$ cat src/rtl/nibble_add_pkg.sv
// Shared types and constants for the nibble-serial add/sub datapath.
package nibble_add_pkg;

    localparam int unsigned NIB_W = 4;

    typedef enum logic [1:0] {IDLE, RUN, DONE} nsas_state_t;

endpackage

$ cat src/rtl/ripple_carry_adder.sv
// 4-bit ripple-carry adder: one full-adder cell per bit, carry rippling LSB to MSB.
module ripple_carry_adder
    import nibble_add_pkg::*;
(
    input  logic [NIB_W-1:0] a,
    input  logic [NIB_W-1:0] b,
    input  logic             cin,
    output logic [NIB_W-1:0] sum,
    output logic             cout
);

    logic [NIB_W:0] c;

    always_comb begin
        c    = '0;
        sum  = '0;
        c[0] = cin;
        for (int i = 0; i < NIB_W; i++) begin
            sum[i]   = a[i] ^ b[i] ^ c[i];
            c[i+1]   = (a[i] & b[i]) | (c[i] & (a[i] ^ b[i]));
        end
    end

    assign cout = c[NIB_W];

endmodule

$ cat src/rtl/nibble_serial_add_sub.sv
// Multi-cycle WIDTH-bit add/subtract, one nibble per clock through ripple_carry_adder.
// Define NSAS_BACK_TO_BACK_EN to allow a new accept in the same cycle as the result handshake.
module nibble_serial_add_sub
    import nibble_add_pkg::*;
#(
    parameter int unsigned WIDTH = 16
) (
    input  logic             clk,
    input  logic             rst,
    input  logic             in_valid,
    output logic             in_ready,
    input  logic [WIDTH-1:0] op_a,
    input  logic [WIDTH-1:0] op_b,
    input  logic             sub,
    output logic             out_valid,
    input  logic             out_ready,
    output logic [WIDTH-1:0] result,
    output logic             carry_out,
    output logic             overflow
);

    localparam int unsigned NIB   = WIDTH / NIB_W;
    localparam int unsigned CNT_W = (NIB > 1) ? $clog2(NIB) : 1;

    if ((WIDTH % NIB_W) != 0 || WIDTH < NIB_W) begin : g_bad_width
        $error("nibble_serial_add_sub: WIDTH must be a multiple of 4 and >= 4");
    end

    nsas_state_t      state, state_d;
    logic [WIDTH-1:0] a_sh, a_sh_d, b_sh, b_sh_d, result_d;
    logic [CNT_W-1:0] cnt, cnt_d;
    logic             cy, cy_d, a_msb, a_msb_d, b_msb, b_msb_d;
    logic             out_valid_d, carry_out_d, overflow_d;
    logic [NIB_W-1:0] nib_sum;
    logic             nib_cout;

    ripple_carry_adder u_rca (
        .a    (a_sh[NIB_W-1:0]),
        .b    (b_sh[NIB_W-1:0]),
        .cin  (cy),
        .sum  (nib_sum),
        .cout (nib_cout)
    );

    // Accept window: IDLE always; DONE only when the result leaves this same cycle.
    always_comb begin
        in_ready = 1'b0;
        if (!rst) begin
            if (state == IDLE) begin
                in_ready = 1'b1;
            end
`ifdef NSAS_BACK_TO_BACK_EN
            else if (state == DONE) begin
                in_ready = out_ready;
            end
`endif
        end
    end

    always_comb begin
        state_d     = state;
        a_sh_d      = a_sh;
        b_sh_d      = b_sh;
        cy_d        = cy;
        cnt_d       = cnt;
        a_msb_d     = a_msb;
        b_msb_d     = b_msb;
        result_d    = result;
        out_valid_d = out_valid;
        carry_out_d = carry_out;
        overflow_d  = overflow;

        case (state)
            RUN: begin
                result_d = (result >> NIB_W) | (WIDTH'(nib_sum) << (WIDTH - NIB_W));
                a_sh_d   = a_sh >> NIB_W;
                b_sh_d   = b_sh >> NIB_W;
                cy_d     = nib_cout;
                cnt_d    = cnt + CNT_W'(1);
                if (cnt == CNT_W'(NIB - 1)) begin
                    state_d     = DONE;
                    out_valid_d = 1'b1;
                    carry_out_d = nib_cout;
                    overflow_d  = (a_msb == b_msb) & (nib_sum[NIB_W-1] != a_msb);
                end
            end
            DONE: begin
                if (out_ready) begin
                    out_valid_d = 1'b0;
                    state_d     = IDLE;
                end
            end
            default: ;
        endcase

        // Subtraction is A + ~B + 1: invert B here and seed the carry with sub.
        if (in_valid && in_ready) begin
            a_sh_d  = op_a;
            b_sh_d  = sub ? ~op_b : op_b;
            cy_d    = sub;
            cnt_d   = '0;
            a_msb_d = op_a[WIDTH-1];
            b_msb_d = sub ? ~op_b[WIDTH-1] : op_b[WIDTH-1];
            state_d = RUN;
        end
    end

    always_ff @(posedge clk or posedge rst) begin
        if (rst) begin
            state     <= IDLE;
            a_sh      <= '0;
            b_sh      <= '0;
            cy        <= 1'b0;
            cnt       <= '0;
            a_msb     <= 1'b0;
            b_msb     <= 1'b0;
            result    <= '0;
            out_valid <= 1'b0;
            carry_out <= 1'b0;
            overflow  <= 1'b0;
        end else begin
            state     <= state_d;
            a_sh      <= a_sh_d;
            b_sh      <= b_sh_d;
            cy        <= cy_d;
            cnt       <= cnt_d;
            a_msb     <= a_msb_d;
            b_msb     <= b_msb_d;
            result    <= result_d;
            out_valid <= out_valid_d;
            carry_out <= carry_out_d;
            overflow  <= overflow_d;
        end
    end

endmodule

$ cat config.mk
export PLATFORM = sky130hd
export DESIGN_NAME = nibble_serial_add_sub
export DESIGN_NICKNAME = d
export VERILOG_FILES = /design/src/rtl/nibble_add_pkg.sv /design/src/rtl/ripple_carry_adder.sv /design/src/rtl/nibble_serial_add_sub.sv
export SDC_FILE = /design/constraint.sdc
export NUM_CORES = 1
export LEC_CHECK = 0
export BUFFER_PORTS_ARGS = -buffer_cell sky130_fd_sc_hd__buf_2
export CORE_MARGIN = 2
export CORE_UTILIZATION = 40
export CTS_CLUSTER_DIAMETER = 50
export DETAILED_ROUTE_END_ITERATION = 10
export GPL_ROUTABILITY_DRIVEN = 0
export PLACE_DENSITY = 0.63
export REMOVE_ABC_BUFFERS = 1
export SLEW_MARGIN = 20
export SYNTH_ARGS = -nofsm -noshare
export SYNTH_HDL_FRONTEND = slang
export SYNTH_SLANG_ARGS = --single-unit
$ cat constraint.sdc
create_clock -name clk -period 3.42 [get_ports clk]
set_clock_uncertainty 0.2 [all_clocks]
set_input_delay 0.171 -clock clk [delete_from_list [all_inputs] [get_ports clk]]
set_output_delay 0.171 -clock clk [all_outputs]
set_load 0.02 [all_outputs]
; ---- Yosys cells after proc, flatten, opt, wreduce, memory -nomap -nowiden
; Cells that the tools add are included.
[word_totals]
ff_bits = 58
in_bits = 37
wordCells = 72
[op_classes]
add_sub_neg = 1
n_eq_ne = 9
muxes = 19
bitwise = 24
n_reduce_logical = 8
[op_table]
columns = cell, count
row1 = $mux 16, 5
row2 = $not 16->16, 1
row3 = $or 12x16->16, 1
row4 = $mux 2, 5
row5 = $and 1x1->1, 9
row6 = $xor 1x1->1, 8
row7 = $mux 1, 7
row8 = $ne 3x3->1 const B, 2
row9 = $reduce_and 3->1, 2
row10 = $eq 2x2->1 const B, 2
row11 = $ne 2x2->1 const B, 2
row12 = $or 1x1->1, 4
row13 = $pmux 2 s2, 1
row14 = $reduce_bool 2->1, 2
row15 = $reduce_bool 3->1, 1
row16 = $add 2x1->2 const B, 1
row17 = $eq 2x1->1 const B, 1
row18 = $logic_not 2->1, 1
row19 = $pmux 1 s2, 1
row20 = $reduce_and 2->1, 1
row21 = $eq 1x1->1, 1
row22 = $logic_and 1x1->1, 1
row23 = $ne 1x1->1, 1
row24 = $not 1->1, 1

; ---- Longest topological paths before layout
[logic_depth]
depth_word = 11
mapped_depth = 10
mapped_depth_nobuf = 10

; ---- By module
; From an unflattened synthesis, not the netlist that was laid out.
[hier_totals]
cells_unflattened = 308
area_unflattened_um2 = 2783.9
[by_module_without_submodules]
columns = mod, n_inst, cells_per_inst, area_each_um2
row1 = nibble_serial_add_sub, 1, 294, 2666.3
row2 = ripple_carry_adder, 1, 14, 117.6

; ---- Worst setup path before layout
; Ideal clock, no wire load.
[synth_timing]
path_kind = register to register
start = reg a_sh[0]
end = reg overflow
setup_time_ns = 0.129
arrival_time_ns = 2.195
required_ns = 3.091
path_slack_ns = 0.896
stages_incl_launch_ff = 11
n_path_buf = 0
period_less_slack_ns = 2.524
path_cell_list = dfrtp_1 fa_1 inv_1 fa_1 inv_1 fa_1 inv_1 fa_1 and3_1 nor2_1 o21ai_0
[synth_via]
elab_chain_len = 10
[synth_lines]
columns = element, line_no
row1 = from (decl), nibble_serial_add_sub.sv:30  ; logic [WIDTH-1:0] a_sh, a_sh_d, b_sh, b_sh_d, result_d;
row2 = from (signal assigned), nibble_serial_add_sub.sv:123  ; a_sh <= a_sh_d;
row3 = $xor 1x1->1, ripple_carry_adder.sv:20  ; c[i+1] = (a[i] & b[i]) | (c[i] & (a[i] ^ b[i]));
row4 = $and 1x1->1, ripple_carry_adder.sv:20
row5 = $or 1x1->1 *, ripple_carry_adder.sv:20
row6 = $and 1x1->1 *, ripple_carry_adder.sv:20
row7 = $or 1x1->1 *, ripple_carry_adder.sv:20
row8 = $and 1x1->1 *, ripple_carry_adder.sv:20
row9 = $or 1x1->1 *, ripple_carry_adder.sv:20
row10 = $xor 1x1->1 *, ripple_carry_adder.sv:19  ; sum[i] = a[i] ^ b[i] ^ c[i];
row11 = $ne 1x1->1 *, nibble_serial_add_sub.sv:84  ; overflow_d = (a_msb == b_msb) & (nib_sum[NIB_W-1] != a_msb);
row12 = $and 1x1->1 *, nibble_serial_add_sub.sv:84
row13 = to (signal assigned), nibble_serial_add_sub.sv:132  ; overflow <= overflow_d;
row14 = to (decl), nibble_serial_add_sub.sv:19  ; output logic overflow
; Every way passes the cells marked *; elsewhere a longest branch is shown, timed or not.
; A chain may end at the register's enable or synchronous reset.

; ---- Worst setup path after layout
; Same ends and word-level chain as after synthesis.

==> results by stage <==
Status:
- The run finished with clean final reports.

Final layout:
- The area growth from synthesis to layout is 31.4%.
- In the layout the commonest cells are 96 x sky130_fd_sc_hd__nand2_1, 58 x sky130_fd_sc_hd__dfrtp_1, 56 x sky130_fd_sc_hd__buf_2, 32 x sky130_fd_sc_hd__dlygate4sd3_1, 27 x sky130_fd_sc_hd__nor2_1.
- The filler cells instantiated in the layout total 612.
- Of the cells placed in the final design, the portion with a size suffix greater than 1 is 20.4%.
- The post-layout utilization of the core is 54.5%.
- The most common cell after layout, fill and taps aside is sky130_fd_sc_hd__nand2_1.
- The net count reported at finish is 414.
- The number of antenna repair diodes is 0.

GRT:
- The number of global-route vias before repair is 2,164.
- Entering global routing, the biggest net connects 53 pins.
- The total overflow left after global routing is 0.
- Global routing used 17.2% of the available tracks.
- The first global-routing pass estimated 9.69 mm of wire.
- The initial antenna violation count was 0.

Clock tree:
- The cell at the root of the clock tree is sky130_fd_sc_hd__clkbuf_8.
- The latest clock arrival within the worst-skew pair is 340 ps.
- In this run, CTS created clock tree buffers numbering 9.
- The quantity of gates resized following cts is 0.
- The longest clock path from root to sink contains 2 buffers.
- TritonCTS built the clock tree.
- After clock tree synthesis, the clock-pin slew on the worst setup and hold paths is 60 ps.
- The H-tree was split into 3 levels.
- The tree built by TritonCTS fans out to 58 sinks.

Timing:
- In the finished design, the share of the clock period the worst path needs comes to 77.0%.
- For the pin with the worst max-slew slack, the measured transition is 774 ps.
- The achievable frequency is 380 MHz.
- The final-report setup violation count is 0.
- The sum of negative setup slack is 0 ps.
- The number of slew-limit violations in the final report was 0.
- The worst path in the final design needs a cycle of 2630 ps, including I/O delays and setup.
- Setup repair after global routing left no endpoint under its margin.
- The hold violation total from the final report was 0.
- Headroom to the max-slew limit came out at 48.3%.

Run:
- The max-capacitance violation count is 0.

Floorplan:
- The die width is 85.4 um.
- For this configuration, the core starts out at a cell density of 41.5%.
- The area inside the core boundary is 6390 um2.
- The number of placed I/O pins is 57.
- The die covers 7290 um2.
- In this run the core area contains 29 standard-cell rows.
- The die is 85.4 um tall.

Synth:
- The sequential area share after synthesis is 54.8%.
- The netlist uses 25 different library cells.
- The synthesized netlist occupies a cell area of 2650 um2.
- After synthesis the netlist holds a flip-flop and latch count of 58.
- The post-synthesis instance total is 287.
- The Yosys step of the flow raised 0 warnings.
- The post-synthesis average cell area is 9.22 um2.

Place:
- After legalization and detailed placement, the total HPWL measured 3.52 mm.
- Input and output buffers added on the ports amount to 56.

Routing:
- The overall routed net length is 5.70 mm.
- The vias after detailed routing is 2,206.
- In the routed design, unresolved DRC markers number 0.
- The iteration-0 DRC count of the detailed router is 98.
- The via-per-instance ratio is 4.86.
- In this run the remaining antenna-violating nets after routing total 0.
- Before antenna repair, the detailed router went through 4 iterations.
- The post-detailed-route wirelength per cell is 12.6 um.

Critical path:
- The type of element capturing the critical path is a flip-flop.
- The arrival time at the worst endpoint is 2650 ps.
- Of all nets on the critical path, the largest fanout is 3.
- The worst setup path is launched from a flip-flop.
- The category of the most critical setup path is flip-flop to flip-flop.
- Data on the critical path is required at its endpoint by 3440 ps.

Power and ir drop:
- The clock network fraction of design power is 41.2%.
- The part of the total power dissipated in combinational logic is 8.4%.
- Registers are responsible for 50.4% of the overall power.
- Internal power comes to 0.00111 W.
- The worst-case IR drop observed on VDD is 255 uV.
- Summed over all nets, the switching power comes to 0.000316 W.
- The leakage power is 1.80 nW.
- The power density normalized to cell area is 410 nW/um2.
- Of the total power, the share spent switching nets is 22.1%.

Hold path:
- The path class of the tightest hold or removal check is input port to flip-flop.
[critical path: stages, from the launching register on]
cell and delay (ps):
sky130_fd_sc_hd__dfrtp_1 400, sky130_fd_sc_hd__fa_1 420, sky130_fd_sc_hd__inv_1 70, sky130_fd_sc_hd__fa_1 150, sky130_fd_sc_hd__inv_1 50, sky130_fd_sc_hd__fa_1 350
sky130_fd_sc_hd__inv_1 80, sky130_fd_sc_hd__fa_1 450, sky130_fd_sc_hd__and3_1 200, sky130_fd_sc_hd__nor2_1 80, sky130_fd_sc_hd__o21ai_0 70
[power by group through the flow]
| stage | registers [W] | clock network, W | logic, W |
|---|---|---|---|
| floorplan | 0.000727 | 0 | 0.0000536 |
| global placement | 0.000730 | 0 | 0.0000905 |
| detailed placement | 0.000731 | 0 | 0.0000932 |
| CTS | 0.000718 | 0.000605 | 0.000121 |
| global route | 0.000720 | 0.000638 | 0.000135 |
| finish | 0.000718 | 0.000587 | 0.000119 |
[cells by family (layout without fill, tap and decap cells)]
| family | count (synthesis) | count (layout) | share of synthesized area, % |
|---|---|---|---|
| buffers and inverters | 29 | 119 | 5.01 |
| DFF | 58 | 58 | 54.8 |
| adders and majority gates | 5 | 5 | 3.50 |
| and+or+nand+nor | 139 | 139 | 21.1 |
| AOI/OAI and AO/OA | 39 | 39 | 9.92 |
| xor gates and xnor gates | 17 | 17 | 5.62 |
[stage by stage]
step / cells / setup WS [ps] / area, um2 / hold WS (ps) / power (W)
floorplan: 267 / 435 / 2550 / 76.4 / 0.000781
global placement: 406 / 819 / 2980 / 171 / 0.000820
detailed placement: 406 / 755 / 2980 / 176 / 0.000824
CTS: 454 / 761 / 3480 / 0.335 / 0.00145
global route: 454 / 608 / 3480 / 26.8 / 0.00149
finish: 454 / 787 / 3480 / 3.93 / 0.00143
[routing by layer]
metal,track usage (%),vias up,share of wire (%)
met5,0,-,0
met4,5.19,0,1.2
met3,6.23,9,5.1
met2,29.0,54,49
met1,20.5,1037,45
li1,-,1106,-
[synthesized netlist by cell type (all sizes together)]
cell type | number | area share, %
buf | 9 | 2.2
nand3b | 1 | 0.28
nor2 | 27 | 3.8
a221o | 9 | 3.4
a21oi | 3 | 0.57
xor2 | 4 | 1.3
or4b | 1 | 0.38
fa | 4 | 3.0
nand3 | 7 | 1.3
nor4b | 1 | 0.33
dfrtp | 58 | 55
nor3b | 1 | 0.28
inv | 9 | 1.3
and3 | 1 | 0.24
nand2 | 96 | 14
nor3 | 2 | 0.38
nor2b | 1 | 0.24
ha | 1 | 0.47
a31oi | 15 | 3.5
xnor2 | 13 | 4.3
a22o | 1 | 0.33
nand2b | 1 | 0.24
clkbuf | 11 | 1.6
o21ai | 11 | 2.1
[worst paths after layout]
path                                start         to  slack [ps]  cells after the start
min in group asynchronous             rst   state[1]         350                      3
worst min register to register  result[3]  result[3]         270                      2
max in group asynchronous             rst  result[1]        1880                      4
worst max register to register    a_sh[0]   overflow         790                     10
worst min-delay path              op_b[2]    b_sh[2]           4                      4
worst max-delay path              a_sh[0]   overflow         790                     10
[layout make-up]
type	instances	area [um2]	area share [%]
Clock buffer	13	139	3.99
Clock inverter	3	40.0	1.15
Inverter	9	33.8	0.971
Multi-Input combinational cell	200	1070	30.8
Sequential cell	58	1450	41.7
Tap cell	77	96.3	2.77
Timing Repair Buffer	94	646	18.6
[what timing repair did]
action,CTS,global route
endpoints found under the hold margin,71,0
buffers inserted,0,0
hold buffers,32,0
[sequential cells by signal (all words and copies together) (netlist names)]
signal,flops
carry_out,1
b_msb,1
overflow,1
cy,1
b_sh,16
cnt,2
state,2
out_valid,1
a_sh,16
a_msb,1
result,16
(Power assumes the default switching activity.)
